===== src/rtl/lsu_mem_stage.sv =====
// Memory stage of the load/store unit: latches one entry, issues an aligned
// memory request with req/gnt + rvalid handshakes, and extends load data for writeback.
module lsu_mem_stage #(
    parameter int WORD_SIZE = 32,
    parameter int NUM_REGS  = 32,
    parameter int REG_SEL   = $clog2(NUM_REGS),
    parameter int ADDR_SIZE = 10
) (
    input  logic                     clk,
    input  logic                     rst,
    input  logic                     in_valid,
    output logic                     in_ready,
    input  logic [WORD_SIZE-1:0]     result,
    input  logic [WORD_SIZE-1:0]     save_data,
    input  logic [REG_SEL-1:0]       rd,
    input  logic                     reg_write,
    input  logic                     mem_read,
    input  logic                     mem_write,
    input  logic                     data_sign,
    input  logic [1:0]               data_size,
    output logic                     mem_req,
    output logic                     mem_we,
    output logic [ADDR_SIZE-1:0]     mem_addr,
    output logic [WORD_SIZE/8-1:0]   mem_be,
    output logic [WORD_SIZE-1:0]     mem_wdata,
    input  logic                     mem_gnt,
    input  logic                     mem_rvalid,
    input  logic [WORD_SIZE-1:0]     mem_rdata,
    output logic                     out_valid,
    input  logic                     out_ready,
    output logic                     reg_write_out,
    output logic [REG_SEL-1:0]       rd_out,
    output logic [WORD_SIZE-1:0]     read_data,
    output logic [WORD_SIZE-1:0]     result_out,
    output logic                     misalign
);

    localparam int OFF = $clog2(WORD_SIZE/8);
    localparam int BE  = WORD_SIZE/8;

    typedef enum logic [1:0] {IDLE, REQ, WAIT} state_t;

    // Only the store flag is kept: a store wins when both read and write are set.
    typedef struct packed {
        logic [WORD_SIZE-1:0] result;
        logic [WORD_SIZE-1:0] save_data;
        logic [REG_SEL-1:0]   rd;
        logic                 reg_write;
        logic                 mem_write;
        logic                 data_sign;
        logic [1:0]           data_size;
    } entry_t;

    state_t state, state_nx;
    entry_t ent;
    logic   mis_q;

    function automatic logic is_misaligned(input logic [OFF-1:0] lane, input logic [1:0] size);
        logic bad;
        bad = 1'b0;
        case (size)
            2'b01:   bad = lane[0];
            2'b10:   bad = (lane[1:0] != 2'b00);
            2'b11:   bad = (WORD_SIZE == 32) || (lane != '0);
            default: bad = 1'b0;
        endcase
        return bad;
    endfunction

    logic accept, in_mem, in_mis;
    logic done_now, done_store, done_load;
    logic [OFF-1:0] lane;

    assign in_ready = (state == IDLE) && (!out_valid || out_ready);
    assign accept   = in_valid && in_ready;
    assign in_mem   = mem_read || mem_write;
    assign in_mis   = in_mem && is_misaligned(result[OFF-1:0], data_size);

    assign done_now   = accept && (!in_mem || in_mis);
    assign done_store = (state == REQ) && mem_gnt && ent.mem_write;
    assign done_load  = (state == WAIT) && mem_rvalid;

    assign lane = ent.result[OFF-1:0];

    always_ff @(posedge clk or negedge rst) begin
        if (!rst) state <= IDLE;
        else      state <= state_nx;
    end

    always_comb begin
        state_nx = state;
        case (state)
            IDLE:    if (accept && in_mem && !in_mis) state_nx = REQ;
            REQ:     if (mem_gnt) state_nx = ent.mem_write ? IDLE : WAIT;
            WAIT:    if (mem_rvalid) state_nx = IDLE;
            default: state_nx = IDLE;
        endcase
    end

    // Byte-enable mask and lane-aligned request fields, driven only while requesting.
    logic [BE-1:0] be_mask;
    always_comb begin
        be_mask = '0;
        case (ent.data_size)
            2'b00:   be_mask = BE'(8'h01);
            2'b01:   be_mask = BE'(8'h03);
            2'b10:   be_mask = BE'(8'h0F);
            default: be_mask = '1;
        endcase
    end

    assign mem_req   = (state == REQ);
    assign mem_we    = mem_req && ent.mem_write;
    assign mem_addr  = mem_req ? ent.result[ADDR_SIZE+OFF-1:OFF] : '0;
    assign mem_be    = mem_req ? BE'(be_mask << lane) : '0;
    assign mem_wdata = mem_req ? (ent.save_data << {lane, 3'b000}) : '0;

    // data_sign=0 means sign-extend; size casts of signed slices perform the extension.
    logic [WORD_SIZE-1:0] rd_sh, ld_ext;
    assign rd_sh = mem_rdata >> {lane, 3'b000};
    always_comb begin
        ld_ext = rd_sh;
        case (ent.data_size)
            2'b00:   ld_ext = ent.data_sign ? WORD_SIZE'(rd_sh[7:0])  : WORD_SIZE'($signed(rd_sh[7:0]));
            2'b01:   ld_ext = ent.data_sign ? WORD_SIZE'(rd_sh[15:0]) : WORD_SIZE'($signed(rd_sh[15:0]));
            2'b10:   ld_ext = ent.data_sign ? WORD_SIZE'(rd_sh[31:0]) : WORD_SIZE'($signed(rd_sh[31:0]));
            default: ld_ext = rd_sh;
        endcase
    end

    always_ff @(posedge clk or negedge rst) begin
        if (!rst) begin
            ent       <= '0;
            mis_q     <= 1'b0;
            out_valid <= 1'b0;
            read_data <= '0;
        end else begin
            if (accept) begin
                ent <= '{result: result, save_data: save_data, rd: rd,
                         reg_write: reg_write, mem_write: mem_write,
                         data_sign: data_sign, data_size: data_size};
                mis_q <= in_mis;
            end
            if (done_now || done_store || done_load) out_valid <= 1'b1;
            else if (out_ready)                      out_valid <= 1'b0;
            if (done_now || done_store) read_data <= '0;
            else if (done_load)         read_data <= ld_ext;
        end
    end

    assign reg_write_out = ent.reg_write && !mis_q;
    assign rd_out        = ent.rd;
    assign result_out    = ent.result;
    assign misalign      = mis_q;

endmodule

===== config.mk =====
export PLATFORM = sky130hd
export DESIGN_NAME = lsu_mem_stage
export DESIGN_NICKNAME = d
export VERILOG_FILES = /design/src/rtl/lsu_mem_stage.sv
export SDC_FILE = /design/constraint.sdc
export NUM_CORES = 1
export LEC_CHECK = 0
export ABC_AREA = 1
export CAP_MARGIN = 5
export CORE_ASPECT_RATIO = 1.25
export CORE_MARGIN = 2
export CORE_UTILIZATION = 25
export DETAILED_ROUTE_END_ITERATION = 6
export GPL_TIMING_DRIVEN = 0
export SYNTH_ARGS = -nofsm -noshare
export SYNTH_HDL_FRONTEND = slang
export SYNTH_SLANG_ARGS = --single-unit

===== constraint.sdc =====
create_clock -name clk -period 3.65 [get_ports clk]
set_input_delay 0.73 -clock clk [delete_from_list [all_inputs] [get_ports clk]]
set_output_delay 0.73 -clock clk [all_outputs]
set_load 0.005 [all_outputs]

# Word level (Yosys, flattened, before mapping)
# Index checks and enable logic that the tools add are counted.
# op_classes
reduce_logical	26
shifts	3
n_eq_ne	9
n_mux	17
# op_table
op	n
$mux W32	5
$pmux W32 S2	1
$shl A32 B5 Y32	1
$shr A32 B5 Y32	1
$logic_and A1 B1 Y1	11
$mux W10	1
$mux W2	4
$pmux W4 S2	1
$eq A2 B1 Y1 const B	3
$eq A2 B2 Y1 const B	3
$pmux W2 S3	1
$reduce_bool A2 Y1	3
$logic_or A1 B1 Y1	5
$logic_not A1 Y1	4
$logic_not A2 Y1	2
$mux W4	1
$ne A2 B1 Y1 const B	2
$shl A4 B2 Y4	1
$pmux W1 S3	1
$reduce_and A3 Y1	1
$mux W1	2
$ne A2 B2 Y1 const B	1
# totals
wordCells	66
inputBits	113
register_bits	110

# Longest topological paths before layout
# Gate-level depths: netlist of run 1.
# logic_depth
ltp_word	8
ltp_mapped	10

# Worst setup path before layout of run 1
# OpenSTA, ideal clock, no wires.
# synth_path
path_kind	reg-to-output
start	register ent, in the netlist result_out[0]
end	output port mem_wdata[16]
path_stages_with_launch	7
path_buffers	3
path_slack_ps	1732
arrival_ps	1188
cell_sequence	dfrtp_1 buf_6 inv_2 buf_6 buf_4 nand3_1 o32ai_1
# synth_between
elab_chain_len	2
# synth_lines
element	line	text
start, declared	55	entry_t ent;
start signal, assigned	139	ent <= '{result: result, save_data: save_data, rd: rd,
$shl A32 B5 Y32	116	assign mem_wdata = mem_req ? (ent.save_data << {lane, 3'b000}) : '0;
$mux W32	116	
end, declared	25	output logic [WORD_SIZE-1:0] mem_wdata,
# No other way between the ends.

# Worst setup path in the final report of run 1
# layout_path
start	register ent, in the netlist result_out[1]
end	output port mem_wdata[19]
# Same word-level chain as after synthesis.

==> results_dict.tcl, run 1 <==
set metrics [dict create \
    outcome "finished, final reports clean" \
    yosys.area_share.simple_pct 33.9 \
    finalPower_mw 6.44 \
    max_slew_margin_pct 59.3 \
    worst_slew_pin_slew_ns 0.610 \
    synth-xor-area-share_pct 0 \
    vias 6080 \
    port_buffers 233 \
    synth_nets 908 \
    numCtsBuffers 9 \
    r2r_start "state[0]" \
    cts_buffer_depth 2 \
    path_max_fanout 10 \
    gp_congestion 0.900 \
    synthAdderAreaFrac_pct 0 \
    arrival_ns 2.60 \
    die-width_um 142 \
    synth_top_family_by_area "simple AND/OR/NAND/NOR gates" \
    hold_viol_final 0 \
    clock.fmax_mhz 301 \
    cap_violations 0 \
    synth_compound_area_share_pct 7.78 \
    dp.cells 1321 \
    peakVddDrop_mv 0.287 \
    via_per_inst 4.55 \
    clk_latency_ns 0.36 \
    fin_nets 1153 \
    cts.sinks 110 \
    layout_commonest_cell "nand2_1" \
    max_stage_delay_ns 0.58 \
    skew_ns 0.00982 \
    final_cells 1337 \
    dpl.hpwl_um 17400 \
    syn_inst 795 \
    coreArea_mm2 0.0236 \
    period_share_pct 91.1 \
    ys_seq_elements 110 \
    drt_iter0_markers 352 \
    area_delta_synth_final_pct 50.6 \
    antenna_found_initial 1 \
    p_leak_nw 4.28 \
    layout_min_cycle_time_ns 3.33 \
    drt-total-wl_um 22400 \
    final_layout_size_suffix_gt1_share_pct 10.4 \
    grt_pass1_wl_um 33800 \
    cts_tree "built" \
    wl_per_cell_um 16.8 \
    ios 234 \
    final_cell_mix "nand2_1 (340), clkdlybuf4s50_1 (232), dfrtp_1 (110), nor2_1 (66), buf_4 (46)" \
    holdBufCountCts 0 \
    cts_resized 0 \
    start_util_pct 25.3 \
    yosys_warnings 0 \
    slew_viol_final 0 \
    clockRootBuffer "clkbuf_16" \
    postSynthAreaPerCell_um2 7.49 \
    power_density_mw_per_mm2 718 \
    worstPathCellList "clkbuf_1, nand3_1, o32ai_1, clkdlybuf4s50_1" \
    clk_pin_slew_worst_paths_ns 0.08 \
    core.rowCount 63 \
    rsz0062_at_grt "no" \
    cp.required_ns 2.92 \
    synthMuxAreaShare_pct 0 \
    drt_first_pass_iters 5 \
    drc_errors 0 \
    utilization_pct 38.0 \
    cts_max_level 3 \
    drtAntennaViolNets 0 \
    synthDistinctLibCells 26 \
    grt_use_total_pct 17.7 \
    grt_max_degree 61 \
    synth_area_mm2 0.00595 \
    die_area_mm2 0.0251 \
    crit_path_end_kind "output port" \
    hp-class "input port to async pin" \
    critPathLaunchType "flop" \
    setup-violations-final 0 \
    overflow 0 \
    crit_slowest_cell "clkdlybuf4s50_1" \
    die_h_um 177 \
    crit_path_start "result_out[1]" \
    crit_type "flop to output port" \
    cts_setup_buffers 0 \
    synth-seq-area-share_pct 46.2 \
    insertedDiodeCount 0 \
    grt_pass1_vias 5909 \
]
metal layers:
metal	part of all wire, %	global-route usage, %	routed length [um]
met5	0	0	0
met4	3.5	7.54	775
met3	6.0	3.31	1340
met2	48	29.6	10700
met1	43	22.4	9600
path summary, 6_finish.rpt:
| path | endpoint | slack (ns) | depth (start not counted) |
|---|---|---|---|
| worst min register to register | ent[40] | 0.47 | 2 |
| worst max register to register | read_data[6] | 1.96 | 6 |
| max in group asynchronous | read_data[14] | 2.63 | 2 |
| worst max-delay path | mem_wdata[19] | 0.32 | 4 |
| min in group clk | ent[40] | 0.47 | 2 |
| worst min-delay path | result_out[19] | 0.31 | 1 |
logic make-up after synthesis:
| logic type | count (synthesis) |
|---|---|
| AND/OR/NAND/NOR | 486 |
| buffers and inverters | 123 |
| flip-flops | 110 |
| AO/OA/AOI/OAI | 76 |
cells in the mapped netlist (all sizes together):
| master | count | area [um2] |
|---|---|---|
| o21ai | 35 | 175 |
| o22ai | 1 | 6.26 |
| or2 | 1 | 6.26 |
| inv | 34 | 133 |
| nor2 | 70 | 283 |
| clkbuf | 10 | 37.5 |
| buf | 79 | 547 |
| nand3 | 40 | 230 |
| o32ai | 16 | 140 |
| dfrtp | 110 | 2750 |
| o211ai | 7 | 52.6 |
| nand2 | 342 | 1290 |
| a221oi | 1 | 8.76 |
| a21oi | 16 | 80.1 |
| nand4 | 33 | 206 |
layout make-up:
type                    instances  area [um2]
clock buffers                  11         243
plain buffers                  89         584
flip-flops and latches        110        2750
clock inverters                 5        43.8
well taps                     292         365
fillers                      2485       14600
repair buffers                234        2360
multi-input cells             562        2480
inverters                      34         133
power breakdown:
group          switching [mW]  internal (mW)  total, mW
Combinational            1.76           1.67       3.43
Sequential              0.303           1.71       2.02
Clock                   0.500          0.491      0.992
metrics by stage:
step	setup WS (ns)	TNS, ns	hold WS [ns]	instance area (um2)
finish	0.325	0	0.305	8960
global route	0.122	0	0.336	8960
CTS	0.307	0	0.321	8960
detailed placement	0.721	0	0.459	8680
global placement	-2.72	-297.61	0.456	8650
floorplan	1.73	0	0.434	5950
sequential cells by signal, summed over array words and instances (netlist names):
| signal | flops |
|---|---|
| read_data | 32 |
| misalign | 1 |
| ent | 37 |
| state | 2 |
| rd_out | 5 |
| out_valid | 1 |
| result_out | 32 |
critical path: cells and delay by family, from the launching register on:
kind | cells | cell delay, ns
flops | 1 | 0.46
simple gates | 1 | 0.44
compound gates | 1 | 0.34
buf+inv | 2 | 0.99
No activity file was read; power rests on OpenSTA's default activity.
==> run 2, diff against run 1 <==
CORE_UTILIZATION = 45   (was 25)
PLACE_DENSITY = 0.82   (was not set)
==> results_dict.tcl, run 2 (synthesis results as in run 1) <==
set metrics [dict create \
    outcome "finished, final reports clean" \
    post-place-ws_ns 0.792 \
    cap_violations 0 \
    crit_path_end_kind "output port" \
    grt_pass1_vias 6208 \
    die_h_um 133 \
    insertedDiodeCount 0 \
    max_slew_margin_pct 60.8 \
    hold_viol_final 0 \
    drt-total-wl_um 19700 \
    port_buffers 233 \
    cts_tree "built" \
    crit_family "buffers and inverters" \
    layout_min_cycle_time_ns 3.29 \
    cp.required_ns 2.92 \
    hp-class "input port to async pin" \
    fillCellCount 1134 \
    critPathLaunchType "flop" \
    worst_slew_pin_slew_ns 0.587 \
    gp_congestion 0.937 \
    fin_nets 1153 \
    clockRootBuffer "clkbuf_16" \
    max_stage_delay_ns 0.58 \
    coreArea_mm2 0.0131 \
    dpl.hpwl_um 15000 \
    largest_register_ffs 37 \
    power_density_mw_per_mm2 719 \
    cts_resized 0 \
    cts_buffer_depth 2 \
    fin_setup_tns_ns 0 \
    multiInputGateArea_mm2 0.00248 \
    grt_max_degree 70 \
    clk_latency_ns 0.35 \
    numCtsBuffers 9 \
    drt_iter0_markers 398 \
    drtAntennaViolNets 0 \
    largest_register "ent" \
    peakVddDrop_mv 0.356 \
    worstPathCellList "clkbuf_1, nand3_1, o32ai_1, clkdlybuf4s50_1" \
    crit_slowest_cell "clkdlybuf4s50_1" \
    overflow 0 \
    final_layout_size_suffix_gt1_share_pct 10.4 \
    clk_pin_slew_worst_paths_ns 0.07 \
    die_area_mm2 0.0142 \
    grt_use_total_pct 27.8 \
    layout_setup_ws_ns 0.364 \
    drc_errors 0 \
    core.rowCount 47 \
    final_cell_mix "nand2_1 (340), clkdlybuf4s50_1 (232), dfrtp_1 (110), nor2_1 (66), buf_4 (47)" \
    arrival_ns 2.56 \
    cts.sinks 110 \
    setup-violations-final 0 \
    cts_max_level 3 \
    crit_buf_inv 2 \
    grt_pass1_wl_um 30900 \
    path_max_fanout 10 \
    finalPower_mw 6.33 \
    skew_ns 0.00670 \
    p_leak_nw 4.28 \
    layout_commonest_cell "nand2_1" \
    period_share_pct 90.0 \
    crit_type "flop to output port" \
    wl_per_cell_um 16.2 \
    holdBufCountCts 0 \
    vias 6247 \
    clock.fmax_mhz 304 \
    regArea_mm2 0.00275 \
    antenna_found_initial 0 \
    fin_hold_ws_ns 0.372 \
    ios 234 \
    area_delta_synth_final_pct 47.8 \
    die-width_um 107 \
    via_per_inst 5.14 \
    drt_first_pass_iters 5 \
    cts_setup_buffers 0 \
    slew_viol_final 0 \
    rsz0062_at_grt "no" \
    start_util_pct 45.6 \
]
==> run 2: metal layers <==
layer,track usage [%],vias up,wire [um]
met5,0,-,0
met4,12.7,0,758
met3,6.06,51,1460
met2,47.3,294,9920
met1,33.6,2899,7520
li1,-,3003,-
==> run 2: worst register-to-register path: cells and delay by family, from the launching register on <==
kind | cells | cell delay, ns
AO/OA/AOI/OAI | 1 | 0.16
buffers and inverters | 2 | 0.62
flip-flops | 1 | 0.44
AND/OR/NAND/NOR | 3 | 0.34
==> run 2: final cells by class <==
type | count | area share (%)
clock buffer | 10 | 2.72
multi-input combinational | 562 | 28.2
clock inverter | 5 | 0.398
inverter | 34 | 1.51
timing repair buffer | 234 | 26.8
tap | 171 | 2.43
sequential | 110 | 31.3
buffer | 89 | 6.64
==> run 2: final timing paths <==
path	startpoint	cells past startpoint	endpoint	slack (ns)
max	result_out[1]	4	mem_wdata[20]	0.36
min	rst	1	result_out[8]	0.37
max reg2reg	state[1]	6	ent[16]	1.95
min reg2reg	result_out[27]	2	result_out[27]	0.47
max in group asynchronous	rst	2	ent[11]	2.53
min in group clk	result_out[27]	2	result_out[27]	0.47
==> run 2: through the flow <==
step	cell area (um2)	std cells	util (%)
6_report	8800	1215	67.4
5_1_grt	8800	1215	67.4
4_1_cts	8800	1215	67.4
3_5_place_dp	8520	1200	65.3
3_3_place_gp	8500	1199	65.1
2_1_floorplan	5950	795	-
==> run 2: power by group <==
part | switching (mW) | internal (mW)
registers | 0.308 | 1.72
clock network | 0.454 | 0.480
logic | 1.70 | 1.67
